**config.mk**
```make
export PLATFORM = sky130hd
export DESIGN_NAME = led_bank_arbiter_flat
export DESIGN_NICKNAME = d
export VERILOG_FILES = /design/src/rtl/led_bank_arbiter_pkg.sv /design/src/rtl/led_bank_arbiter_if.sv /design/src/rtl/led_tick_gen.sv /design/src/rtl/led_bank_arbiter.sv /design/src/flat_wrapper.sv
export SDC_FILE = /design/constraint.sdc
export NUM_CORES = 1
export LEC_CHECK = 0
export CAP_MARGIN = 20
export CORE_MARGIN = 1.5
export CORE_UTILIZATION = 55
export DETAILED_ROUTE_END_ITERATION = 7
export PLACE_DENSITY = 0.82
export SYNTH_ARGS = -nofsm -noshare
export SYNTH_HDL_FRONTEND = slang
export SYNTH_SLANG_ARGS = --single-unit
```
**constraint.sdc**
```tcl
create_clock -name clock -period 5.5 [get_ports clock]
set_input_delay 1.1 -clock clock [delete_from_list [all_inputs] [get_ports clock]]
set_output_delay 1.1 -clock clock [all_outputs]
set_load 0.02 [all_outputs]
```
**src/rtl/led_bank_arbiter_pkg.sv**
```systemverilog
// Shared types for the LED bank arbiter: FSM state encoding and counter sizing.
// Pure declarations; no logic.
package led_bank_arbiter_pkg;

  typedef enum logic [1:0] {
    ST_IDLE  = 2'd0,
    ST_GRANT = 2'd1,
    ST_DWELL = 2'd2
  } state_t;

  // Tick counters saturate at MAXHOLD, so they need to hold 0..MAXHOLD.
  function automatic int cnt_width(input int maxhold);
    return $clog2(maxhold + 1);
  endfunction

endpackage

```
**src/rtl/led_bank_arbiter_if.sv**
```systemverilog
// Request/pattern inputs and LED/grant outputs of the LED bank arbiter.
// master = status sources + cylon side, slave = arbiter.
interface led_bank_arbiter_if #(
  parameter int NREQ  = 4,
  parameter int MXLED = 12
);
  import led_bank_arbiter_pkg::*;

  logic [1:0]            rate;
  logic [NREQ-1:0]       req;
  logic [NREQ*MXLED-1:0] pat;
  logic [MXLED-1:0]      idle_pat;
  logic [MXLED-1:0]      led_out;
  logic [NREQ-1:0]       grant;
  logic                  busy;

  modport master (output rate, req, pat, idle_pat, input led_out, grant, busy);
  modport slave  (input rate, req, pat, idle_pat, output led_out, grant, busy);
endinterface

```
**src/rtl/led_tick_gen.sv**
```systemverilog
// Visual tick prescaler: accumulates rate+1 per clock, tick is the carry-out of the add.
// tick is combinational from the prescaler register; no backpressure.
module led_tick_gen #(
  parameter int MXPRE = 21
) (
  input  logic       clock,
  input  logic       reset,
  input  logic [1:0] rate,
  output logic       tick
);
  logic [MXPRE-1:0] pre;
  logic [2:0]       step;
  logic [MXPRE:0]   sum;

  assign step = {1'b0, rate} + 3'd1;
  assign sum  = {1'b0, pre} + (MXPRE+1)'(step);
  assign tick = sum[MXPRE];

  always_ff @(posedge clock) begin
    if (reset) pre <= '0;
    else       pre <= sum[MXPRE-1:0];
  end
endmodule

```
**src/rtl/led_bank_arbiter.sv**
```systemverilog
// Round-robin arbiter sharing the LED bank between requesters and the idle cylon pattern.
// Registered outputs, one-cycle request-to-grant latency; requesters are never stalled, only rotated.
module led_bank_arbiter
  import led_bank_arbiter_pkg::*;
#(
  parameter int NREQ    = 4,
  parameter int MXLED   = 12,
  parameter int MXPRE   = 21,
  parameter int DWELL   = 2,
  parameter int MAXHOLD = 8
) (
  input logic              clock,
  input logic              reset,
  led_bank_arbiter_if.slave bus
);
  localparam int IW = (NREQ > 1) ? $clog2(NREQ) : 1;
  localparam int CW = cnt_width(MAXHOLD);

  state_t           state, state_nxt;
  logic [IW-1:0]    g_idx, g_nxt, rr_ptr, rr_nxt;
  logic [NREQ-1:0]  grant_r, grant_nxt;
  logic [CW-1:0]    cnt, cnt_nxt, cnt_inc;
  logic [MXLED-1:0] snap, snap_nxt, led_r, led_nxt;
  logic             tick, rel, req_g, other_any;
  logic [NREQ-1:0]  other_req;
  logic [IW-1:0]    sel, other_sel;

  function automatic logic [IW-1:0] wrap_inc(input logic [IW-1:0] i);
    int t;
    t = int'(i) + 1;
    if (t >= NREQ) t = 0;
    return IW'(t);
  endfunction

  // Lowest requester at or after start, modulo NREQ; start when nothing is set.
  function automatic logic [IW-1:0] rr_pick(input logic [NREQ-1:0] r, input logic [IW-1:0] start);
    logic [IW-1:0] pick;
    int            t;
    pick = start;
    for (int k = NREQ - 1; k >= 0; k--) begin
      t = int'(start) + k;
      if (t >= NREQ) t = t - NREQ;
      if (r[t]) pick = IW'(t);
    end
    return pick;
  endfunction

  function automatic logic [NREQ-1:0] onehot(input logic [IW-1:0] i);
    logic [NREQ-1:0] oh;
    for (int k = 0; k < NREQ; k++) oh[k] = (int'(i) == k);
    return oh;
  endfunction

  function automatic logic [MXLED-1:0] pat_of(input logic [NREQ*MXLED-1:0] p, input logic [IW-1:0] i);
    return p[int'(i)*MXLED +: MXLED];
  endfunction

  led_tick_gen #(.MXPRE(MXPRE)) u_tick (
    .clock (clock),
    .reset (reset),
    .rate  (bus.rate),
    .tick  (tick)
  );

  assign req_g     = bus.req[g_idx];
  assign other_req = bus.req & ~grant_r;
  assign other_any = |other_req;
  assign sel       = rr_pick(bus.req, rr_ptr);
  assign other_sel = rr_pick(other_req, wrap_inc(g_idx));
  assign cnt_inc   = (tick && cnt < CW'(MAXHOLD)) ? cnt + 1'b1 : cnt;

  always_ff @(posedge clock) begin
    if (reset) begin
      state   <= ST_IDLE;
      g_idx   <= '0;
      grant_r <= '0;
      cnt     <= '0;
      snap    <= '0;
      led_r   <= '0;
      rr_ptr  <= '0;
    end else begin
      state   <= state_nxt;
      g_idx   <= g_nxt;
      grant_r <= grant_nxt;
      cnt     <= cnt_nxt;
      snap    <= snap_nxt;
      led_r   <= led_nxt;
      rr_ptr  <= rr_nxt;
    end
  end

  always_comb begin
    state_nxt = state;
    g_nxt     = g_idx;
    grant_nxt = grant_r;
    cnt_nxt   = cnt;
    snap_nxt  = snap;
    led_nxt   = led_r;
    rr_nxt    = rr_ptr;
    rel       = 1'b0;
    case (state)
      ST_IDLE: begin
        led_nxt = bus.idle_pat;
        if (|bus.req) begin
          state_nxt = ST_GRANT;
          g_nxt     = sel;
          grant_nxt = onehot(sel);
          led_nxt   = pat_of(bus.pat, sel);
          cnt_nxt   = '0;
        end
      end
      ST_GRANT: begin
        cnt_nxt = cnt_inc;
        if (!req_g && cnt < CW'(DWELL)) begin
          state_nxt = ST_DWELL;
          snap_nxt  = led_r;
        end else if (cnt >= CW'(DWELL) && (!req_g || (other_any && cnt >= CW'(MAXHOLD)))) begin
          rel = 1'b1;
        end else begin
          led_nxt = pat_of(bus.pat, g_idx);
        end
      end
      ST_DWELL: begin
        led_nxt = snap;
        cnt_nxt = cnt_inc;
        if (cnt >= CW'(DWELL)) begin
          rel = 1'b1;
        end else if (req_g) begin
          state_nxt = ST_GRANT;
          led_nxt   = pat_of(bus.pat, g_idx);
        end
      end
      default: state_nxt = ST_IDLE;
    endcase

    // Release hands straight over to the next pending requester, skipping IDLE.
    if (rel) begin
      rr_nxt  = wrap_inc(g_idx);
      cnt_nxt = '0;
      if (other_any) begin
        state_nxt = ST_GRANT;
        g_nxt     = other_sel;
        grant_nxt = onehot(other_sel);
        led_nxt   = pat_of(bus.pat, other_sel);
      end else begin
        state_nxt = ST_IDLE;
        grant_nxt = '0;
        led_nxt   = bus.idle_pat;
      end
    end
  end

  assign bus.led_out = led_r;
  assign bus.grant   = grant_r;
  assign bus.busy    = (state != ST_IDLE);
endmodule

```
**src/flat_wrapper.sv**
```systemverilog
// flat-port wrapper written by rule: the top's interface ports become plain ports
module led_bank_arbiter_flat import led_bank_arbiter_pkg::*;
#(
  parameter int NREQ    = 4,
  parameter int MXLED   = 12,
  parameter int MXPRE   = 21,
  parameter int DWELL   = 2,
  parameter int MAXHOLD = 8
)
  (clock, reset, bus_rate, bus_req, bus_pat, bus_idle_pat, bus_led_out, bus_grant, bus_busy);
  led_bank_arbiter_if #(.NREQ(NREQ), .MXLED(MXLED)) bus_i ();
  input logic clock;
  input logic reset;
  input wire logic [$bits(bus_i.rate)-1:0] bus_rate;
  input wire logic [$bits(bus_i.req)-1:0] bus_req;
  input wire logic [$bits(bus_i.pat)-1:0] bus_pat;
  input wire logic [$bits(bus_i.idle_pat)-1:0] bus_idle_pat;
  output wire logic [$bits(bus_i.led_out)-1:0] bus_led_out;
  output wire logic [$bits(bus_i.grant)-1:0] bus_grant;
  output wire logic [$bits(bus_i.busy)-1:0] bus_busy;
  assign bus_i.rate = bus_rate;
  assign bus_i.req = bus_req;
  assign bus_i.pat = bus_pat;
  assign bus_i.idle_pat = bus_idle_pat;
  assign bus_led_out = bus_i.led_out;
  assign bus_grant = bus_i.grant;
  assign bus_busy = bus_i.busy;
  led_bank_arbiter #(.NREQ(NREQ), .MXLED(MXLED), .MXPRE(MXPRE), .DWELL(DWELL), .MAXHOLD(MAXHOLD)) u_core (.clock(clock), .reset(reset), .bus(bus_i));
endmodule
```
==> run summary <==
The worst setup path is launched from a primary input. In the synthesized netlist, the number of instances is 537. The sequential-to-total area share from yosys stat is a little over a quarter.

The congestion estimate from routability-driven global placement came to 0.956. The count of buffers added by post-CTS timing repair for setup is 0. The final count of pins violating max slew is 0. The most numerous cell type found on the critical path is sky130_fd_sc_hd__nor2b_1. The initialized floorplan defines 32 standard-cell rows. The number of DRC violations after detailed-routing iteration 0 came out at 428. The post-synth design cell area came out at ~4400 um2. The number of resized instances in the post-cts repair step came out at 0. The number of cells on the worst hold path is 2. The count of input and output buffers is 84. For this run, the total global-route usage over all layers was measured as 34.6%. TritonCTS built the clock tree. The setup slack of the most critical reg-to-reg path came out at 1.89 ns. The leakage power total came out at 2.00 nW. The maximum number of buffers from clock root to sink is 2. The ratio of total power to cell area came out at around 370 nW/um2. The number of global-route vias before repair is 4680. Leaving out fill and tap cells, the most frequent cell in the layout is sky130_fd_sc_hd__clkdlybuf4s50_1.

After detailed routing, the number of vias per cell comes to 6.71. The cell with the largest stage delay on the worst path is sky130_fd_sc_hd__nor2b_1. Setup slack closes at around 1.5 ns. The worst IR drop on VDD is 292 uV. The pre-CTS setup slack came out at 1.20 ns.

The maximum number of pins on one net before global-route repair is 48. For this design, the CTS-stage hold fixing added 0 buffers. The total global routing overflow came out at 0. STA classifies the critical path endpoint as a flop. The final cycle utilization of the critical path came out at 73.3%. The worst slack on hold paths is 0.460 ns. Max-cap violations in this run came to 0. The clock edge transition at the registers on the reported setup and hold paths came out at approximately 0.08 ns. The number of non-filler instances in the completed layout came out at 716. The post-layout net count came out at 688. The post-synthesis async set-or-reset flop share is 0%. The total wire length after detailed routing is 14.8 mm. The number of endpoints failing setup at the final stage is 0.

The number of nets with antenna violations after detailed routing is 0. The cell depth of the worst flop-to-flop path is 7. The wire length of the first global-routing pass came out at 23.2 mm.

The data arrival time at the worst-slack endpoint is 4.33 ns. The area growth from synthesis to layout is 24.7%. The area of the die is ~8600 um2. Among all flip-flop cells after synthesis, the most frequent one is sky130_fd_sc_hd__dfxtp_1. The post-DP HPWL is 10.4 mm. Counting flops and latches in the post-synthesis netlist gives just under 60. The number of buffers inserted during clock tree synthesis came out at 9. The synthesized netlist net count is 616. In this run the standard cell core region covers 7770 um2. The wire length per cell after detailed routing is ~21 um. The tree is rooted in a sky130_fd_sc_hd__clkbuf_8. In this run the cell area measured after placement is between 5000 and 6000 um2. The area of the multi-input gates came out at 3050 um2. The final-layout setup total negative slack is 0 ns. The maximum achievable frequency came out at 0.248 GHz.

The library cells used most frequently in the layout, excluding fill and tap cells, are sky130_fd_sc_hd__clkdlybuf4s50_1, sky130_fd_sc_hd__dfxtp_1, sky130_fd_sc_hd__nor2_1, sky130_fd_sc_hd__nand2_1, sky130_fd_sc_hd__a21oi_1. The count of cell instances traversed by the critical path came out at 8. In this design, the largest share of critical-path delay is due to compound AO/OA/AOI/OAI gates.

Summing all non-filler instances in the final layout gives an area of ~5500 um2. The number of levels in the clock H-tree is 3. The critical path data required time came out at between 5 and 6 ns. The effective utilization at floorplan came out at between 50% and 60%.

The number of sinks driven by the clock tree is 59. In this run, synthesis inferred 0 flip-flops with an integrated enable. In this run the worst hold path is classified as reg -> reg. The maximum fanout along the worst path came out at 10. During synthesis, Yosys emitted a total of 0 warnings.

The kind of critical path is in -> reg. The transition time at the pin with the least slew margin is 1.11 ns. The number of antenna cells inserted came out at 0. The number of antenna violations at the first check in global routing came out at 0. The worst path in the final design needs a cycle of between 4 and 5 ns, including I/O delays and setup. The instance count after placement with tap cells included came out at 700. The critical path goes through clkdlybuf4s50_1 -> nor2b_1 -> a221oi_1 -> o21ai_1 -> nor2b_1 -> a221o_1 -> o221ai_1 -> a21oi_1.

The count of different cell masters after synthesis came out at 69. The number of filler instances in the final layout is 618. The total power after layout is 2.04 mW. The run finished with clean final reports.

The proportion of layout cells with a drive suffix above 1 is 9.61%. Summing over every cut layer, the via total after detailed routing is 4805. The boundary pin count is 85. The horizontal die dimension is 92.9 um.

The worst-skew pair later-pin latency is 0.36 ns. Headroom to the max-slew limit came out at 25.8%. The number of buffer and inverter instances along the worst setup path is 1.

The area occupied by registers is about 1200 um2. The first detailed-routing pass took 5 iterations. The vertical die dimension came out at 92.9 um.

The largest incremental delay on the critical path came out at 0.70 ns. The count of endpoints failing hold in the final timing report is 0. The clock tree skew after final layout came out at 0.0118 ns. The count of unresolved DRC violations after routing is 0.

The average size of a mapped cell is between 8 and 9 um2. Setup repair after global routing left no endpoint under its margin. The utilization of the core after routing came out at 71.4%.
-- cell families after synthesis --
kind of cell | share of synthesized area, %
fa+ha+maj | 3.26
compound gates | 25.3
flops | 26.6
mux | 15.3
simple gates | 21.0
buf+inv | 5.09
xor+xnor | 3.54
-- worst reg2reg max path, delay by kind of cell (launching register included) --
family                     cells  cell delay (ns)
AOI/OAI and AO/OA              4             1.37
adders and majority gates      1             0.49
DFF                            1             0.96
and+or+nand+nor                2             0.70
-- worst paths after layout --
check	startpoint	endpoint
max	bus_req[0]	u_core.bus.led_out[7]
min	u_core.snap[4]	u_core.snap[4]
max reg2reg	u_core.g_idx[0]	u_core.bus.led_out[5]
min reg2reg	u_core.snap[4]	u_core.snap[4]
-- synthesized netlist by cell type, types with 3 or more instances --
| cell type | count | share of area [%] |
|---|---|---|
| sky130_fd_sc_hd__clkbuf_1 | 20 | 1.7 |
| sky130_fd_sc_hd__nor2b_1 | 12 | 1.7 |
| sky130_fd_sc_hd__o22ai_1 | 3 | 0.42 |
| sky130_fd_sc_hd__mux2i_1 | 33 | 7.4 |
| sky130_fd_sc_hd__o221ai_1 | 9 | 1.8 |
| sky130_fd_sc_hd__ha_1 | 10 | 2.8 |
| sky130_fd_sc_hd__buf_4 | 3 | 0.51 |
| sky130_fd_sc_hd__a211oi_1 | 7 | 1.2 |
| sky130_fd_sc_hd__and4_1 | 3 | 0.59 |
| sky130_fd_sc_hd__dfxtp_1 | 59 | 27 |
| sky130_fd_sc_hd__o21ai_1 | 4 | 0.45 |
| sky130_fd_sc_hd__nor2_1 | 56 | 4.7 |
| sky130_fd_sc_hd__nand2_1 | 56 | 4.7 |
| sky130_fd_sc_hd__or3_1 | 4 | 0.56 |
| sky130_fd_sc_hd__or4_1 | 6 | 1.0 |
| sky130_fd_sc_hd__xor2_1 | 13 | 2.6 |
| sky130_fd_sc_hd__nor4_1 | 3 | 0.42 |
| sky130_fd_sc_hd__mux2_2 | 3 | 0.76 |
| sky130_fd_sc_hd__a221o_1 | 9 | 2.0 |
| sky130_fd_sc_hd__a221oi_1 | 5 | 0.98 |
| sky130_fd_sc_hd__mux4_2 | 13 | 6.6 |
| sky130_fd_sc_hd__nand3_1 | 12 | 1.4 |
| sky130_fd_sc_hd__o21ai_0 | 23 | 2.6 |
| sky130_fd_sc_hd__a21oi_1 | 37 | 4.2 |
| sky130_fd_sc_hd__xnor2_1 | 5 | 0.98 |
| sky130_fd_sc_hd__buf_2 | 7 | 0.79 |
| sky130_fd_sc_hd__a22oi_1 | 14 | 2.4 |
| sky130_fd_sc_hd__nor3_1 | 16 | 1.8 |
| sky130_fd_sc_hd__inv_1 | 15 | 1.3 |
| sky130_fd_sc_hd__nand4_1 | 6 | 0.84 |
| sky130_fd_sc_hd__nand2b_1 | 5 | 0.70 |
| sky130_fd_sc_hd__a31oi_1 | 9 | 1.3 |
| sky130_fd_sc_hd__o211ai_1 | 7 | 1.2 |
| sky130_fd_sc_hd__o32ai_1 | 4 | 0.79 |
-- where the power goes --
| group | internal [mW] | total (mW) | switching (mW) |
|---|---|---|---|
| Clock | 0.245 | 0.434 | 0.189 |
| Sequential | 0.499 | 0.575 | 0.0763 |
| Combinational | 0.413 | 1.03 | 0.620 |
-- registers in the layout (all words and copies together) (netlist names) --
signal              flops
u_core.g_idx            2
u_core.cnt              4
u_core.bus.grant        4
u_core.u_tick.pre      21
u_core.bus.led_out     12
u_core.snap            12
u_core.rr_ptr           2
u_core.state            2
-- final cells by class --
cell class / instances / area share, %
multi-input cells: 430 / 55.0
flip-flops and latches: 59 / 21.3
repair buffers: 94 / 16.5
clock buffers: 12 / 2.98
well taps: 102 / 2.30
inverters: 15 / 1.02
clock inverters: 4 / 0.857
-- routing by layer --
| metal | part of all wire [%] | track usage (%) |
|---|---|---|
| met1 | 39 | 43.0 |
| met2 | 47 | 56.2 |
| met3 | 9.9 | 8.46 |
| met4 | 3.3 | 16.0 |
| met5 | 0 | 0 |
No activity file was read; power rests on OpenSTA's default activity.
==> RTL change 1: new RTL, same settings <==
`MXLED` is set to 12 in 3 places; all go to 13.
--- a/src/rtl/led_bank_arbiter_if.sv
+++ b/src/rtl/led_bank_arbiter_if.sv
@@ -2,7 +2,7 @@
 // master = status sources + cylon side, slave = arbiter.
 interface led_bank_arbiter_if #(
   parameter int NREQ  = 4,
-  parameter int MXLED = 12
+  parameter int MXLED = 13
 );
   import led_bank_arbiter_pkg::*;
 
--- a/src/rtl/led_bank_arbiter.sv
+++ b/src/rtl/led_bank_arbiter.sv
@@ -4,7 +4,7 @@
   import led_bank_arbiter_pkg::*;
 #(
   parameter int NREQ    = 4,
-  parameter int MXLED   = 12,
+  parameter int MXLED   = 13,
   parameter int MXPRE   = 21,
   parameter int DWELL   = 2,
   parameter int MAXHOLD = 8
--- a/src/flat_wrapper.sv
+++ b/src/flat_wrapper.sv
@@ -2,7 +2,7 @@
 module led_bank_arbiter_flat import led_bank_arbiter_pkg::*;
 #(
   parameter int NREQ    = 4,
-  parameter int MXLED   = 12,
+  parameter int MXLED   = 13,
   parameter int MXPRE   = 21,
   parameter int DWELL   = 2,
   parameter int MAXHOLD = 8
Interface: changed (resized bus_idle_pat, bus_led_out and bus_pat); port bits go from 85 to 91. No check against the original RTL was run, so the function may have changed too.
==> RTL change 1 against the unedited design <==
  * Sequential power up 3%
  * Maximum frequency up 4.3%
  * Final cell count up 4.3%
  * Critical path type unchanged
  * Setup slack better by 170 ps
  * Core utilization down 0.67 points
  * Register-to-register slack worse by 80 ps
  * Cell area up 4.3%
  * Non-clock buffer count up 4
  * Area after synthesis up 4.3%
  * Sequential cell count up 2
  * Highest routed layer unchanged
  * Routed wire length down 1.1%
  * Die area up 4.1%
  * Total power up 2.5%
  * Largest power group unchanged
==> RTL change 1: results (changes against the unedited design) <==
| Metric | Value |
|---|---|
| Status | finished, final reports clean (unchanged) |
| Final wirelength | 14.61 mm (was 14.77 mm) |
| Setup Skew | 11.83 ps (was 11.81 ps) |
| DP Area | 5573 µm² (was 5333 µm²) |
| Dominant cells by area after synthesis | dfxtp_1, mux2i_1, mux4_2 (unchanged) |
| CP Data Arrival Time | 4130 ps (was 4330 ps) |
| FF-to-FF setup slack | 1810 ps (was 1890 ps) |
| Number of global-route vias before repair | 4806 (was 4680) |
| Total track usage | 0.3302 (was 0.3463) |
| Netlist cell types | 71 (was 69) |
| HPWL Detailed | 10.12 mm (was 10.40 mm) |
| Commonest cells post-synth | dfxtp_1, nor2_1, nand2_1 (was dfxtp_1, nand2_1, nor2_1) |
| Power Internal | 1.194 mW (was 1.157 mW) |
| Inst Count DP | 730 (was 700) |
| Slew HR | 0.3075 (was 0.2582) |
| Final nets | 721 (was 688) |
| Tcrit/Tclk final | 0.7030 (was 0.7333) |
| Share of cells above drive strength 1 | 0.09969 (was 0.09609) |
| Register area share after synthesis | 0.2633 (was 0.2655) |
| Total number of vias | 4977 (was 4805) |
| Port-buffer cells | 90 (was 84) |
| Slowest CP cell | nand2_2 (was nor2b_1) |
| Syn nets | 642 (was 616) |
| Max stage delay on crit path | 730 ps (was 700 ps) |
| GP Congestion | 0.9835 (was 0.9557) |
| Worst hold slack | 458.0 ps (was 460.3 ps) |
| First-pass GRT wire length | 22.94 mm (was 23.16 mm) |
| Worst slack, placed | 1289 ps (was 1196 ps) |
-- RTL change 1: routing by layer --
layer,wire (µm),GRT usage
met5,0,0
met4,502,0.1542
met3,1659,0.08052
met2,6749,0.5304
met1,5701,0.4150
-- RTL change 1: layout make-up --
| class | count | area (µm²) |
|---|---|---|
| Sequential cell | 61 | 1221 |
| Timing Repair Buffer | 98 | 959.7 |
| Tap cell | 105 | 131.4 |
| Inverter | 14 | 52.55 |
| Clock buffer | 9 | 123.9 |
| Multi-Input combinational cell | 453 | 3219 |
| Fill cell | 657 | 2394 |
| Clock inverter | 7 | 73.82 |
-- RTL change 1: kinds of logic after synthesis --
group / synth area share
DFF: 0.2633
AOI/OAI and AO/OA: 0.2404
buffers and inverters: 0.04586
adders and majority gates: 0.03129
and+or+nand+nor: 0.2029
xor gates and xnor gates: 0.03588
muxes: 0.1805
-- RTL change 1: worst register-to-register path: stages, from the launching register on --
cell and delay (ps):
dfxtp_1 950, ha_1 460, nand3b_1 120, a21oi_1 90, o21ai_1 580, nand2_2 610
mux2_2 460, a211oi_1 210, o21ai_0 110
-- RTL change 1: path summary, 6_finish.rpt --
path	from	to	cells past startpoint
max reg2reg	u_core.g_idx[0]	u_core.bus.led_out[6]	8
min	u_core.snap[0]	u_core.snap[0]	2
min reg2reg	u_core.snap[0]	u_core.snap[0]	2
max	bus_req[0]	u_core.bus.led_out[0]	8
-- RTL change 1: power groups by stage --
stage	logic [mW]	registers (mW)	clock network (mW)
detailed placement	1.05	0.597	0
floorplan	0.653	0.632	0
global route	1.17	0.597	0.434
global placement	1.03	0.597	0
finish	1.09	0.592	0.412
CTS	1.06	0.588	0.414
==> RTL change 2: new RTL, config.mk and constraints unchanged <==
Without the edit above. Encoding of `state_t`: now one-hot (3 bits for 3 states).
--- a/src/rtl/led_bank_arbiter_pkg.sv
+++ b/src/rtl/led_bank_arbiter_pkg.sv
@@ -2,10 +2,10 @@
 // Pure declarations; no logic.
 package led_bank_arbiter_pkg;
 
-  typedef enum logic [1:0] {
-    ST_IDLE  = 2'd0,
-    ST_GRANT = 2'd1,
-    ST_DWELL = 2'd2
+  typedef enum logic [2:0] {
+    ST_IDLE  = 3'b001,
+    ST_GRANT = 3'b010,
+    ST_DWELL = 3'b100
   } state_t;
 
   // Tick counters saturate at MAXHOLD, so they need to hold 0..MAXHOLD.
Function: no difference found for any inputs over 4 cycles, from zero or initial values and one cycle with reset high; so few cycles prove little.
==> RTL change 2 against the unedited design <==
  * Synthesized cell count is 12% lower
  * Sequential share of layout area grew 1.1 points
  * Via count is 15% lower
  * Count of clock-buffer cells in the layout is 3 lower
  * Setup slack improved by 390 ps
  * First-iteration DRC count is 22% lower
  * Die area fell by 2.2%
  * Total power shrank 28%
  * Cell area decreased by 3.1%
  * Critical endpoint is now u_core.bus.led_out[11]
  * Sequential cell count increased by 1
  * Largest power group unchanged
  * Routed wire length down 19%
  * Area after synthesis shrank 2.3%
  * Highest routed layer unchanged
==> RTL change 2: results (changes against the unedited design) <==
| Metric | Value |
|---|---|
| CP max FO | 27 (was 10) |
| Part of the power in combinational logic | 0.357 (was 0.506) |
| Peak supply drop | 195.5 µV (was 292.2 µV) |
| Syn nets | 549 (was 616) |
| Netlist cell types | 63 (was 69) |
| Final wirelength | 11.96 mm (was 14.77 mm) |
| Slew HR | 0.3363 (was 0.2582) |
| Leak pwr | 1.860 nW (was 2.001 nW) |
| Switch share | 0.3552 (was 0.4337) |
| HPWL Detailed | 8.065 mm (was 10.40 mm) |
| Reg-to-reg endpoint | u_core.bus.led_out[11] (was u_core.bus.led_out[5]) |
| Commonest cells post-synth | nor2_1, dfxtp_1, mux2i_1 (was dfxtp_1, nand2_1, nor2_1) |
| Hold endpoint | u_core.u_tick.pre[8] (was u_core.snap[4]) |
| Fin cells | 650 (was 716) |
| Reg2reg path depth | 8 (was 7) |
| Pwr Total | 1.466 mW (was 2.042 mW) |
| Synth Area per Inst | 9.148 µm² (was 8.283 µm²) |
| Worst hold start | u_core.u_tick.pre[8] (was u_core.snap[4]) |
| DP Area | 5167 µm² (was 5333 µm²) |
| Final nets | 617 (was 688) |
| Share of cells above drive strength 1 | 0.1679 (was 0.09609) |
| Drt pass-1 iters | 8 (was 5) |
| Worst slack, placed | 1562 ps (was 1196 ps) |
| Total track usage | 0.2889 (was 0.3463) |
| Total number of vias | 4105 (was 4805) |
| Dominant cells by area after synthesis | dfxtp_1, mux2i_1, mux4_2 (unchanged) |
| Status | finished, final reports clean (unchanged) |
## RTL change 2: layout make-up
class | instances | area [µm²]
well taps | 102 | 127.6
inverters | 7 | 26.28
flip-flops and latches | 60 | 1201
clock inverters | 7 | 82.58
multi-input cells | 376 | 2939
repair buffers | 89 | 873.3
fillers | 601 | 2313
clock buffers | 9 | 123.9
## RTL change 2: worst max path at each step
stage               cells past startpoint                     end  startpoint  slack [ps]
floorplan                               9   u_core.bus.led_out[1]  bus_req[1]        2540
global placement                        8   u_core.bus.led_out[4]  bus_req[2]        1710
detailed placement                      8   u_core.bus.led_out[4]  bus_req[0]        1560
CTS                                     8   u_core.bus.led_out[4]  bus_req[2]        1920
global route                            8   u_core.bus.led_out[3]  bus_req[2]        1720
finish                                  8  u_core.bus.led_out[11]  bus_req[2]        1860
## RTL change 2: logic make-up (layout without fill, tap and decap cells)
kind of cell	Yosys count	count (layout)	synth area share
AO/OA/AOI/OAI	110	110	0.2047
XOR/XNOR	22	22	0.04434
adder cells (fa/ha/maj)	6	6	0.01900
buffers and inverters	39	112	0.04722
flip-flops	60	60	0.2764
multiplexers	78	78	0.2240
AND/OR/NAND/NOR	160	160	0.1843
## RTL change 2: worst max-delay path: stages
cell,delay [ps]
clkdlybuf4s50_1,590
nand2b_1,220
a311oi_1,370
a21oi_1,100
nand2_2,530
mux2_2,410
a2111oi_1,410
a211oi_1,120
## RTL change 2: layer usage
layer / vias to the layer above / global-route usage / part of all wire
met2: 197 / 0.4772 / 0.49
met4: 0 / 0.1269 / 0.025
li1: 1922 / - / -
met3: 34 / 0.04561 / 0.076
met1: 1952 / 0.3719 / 0.41
met5: - / 0 / 0
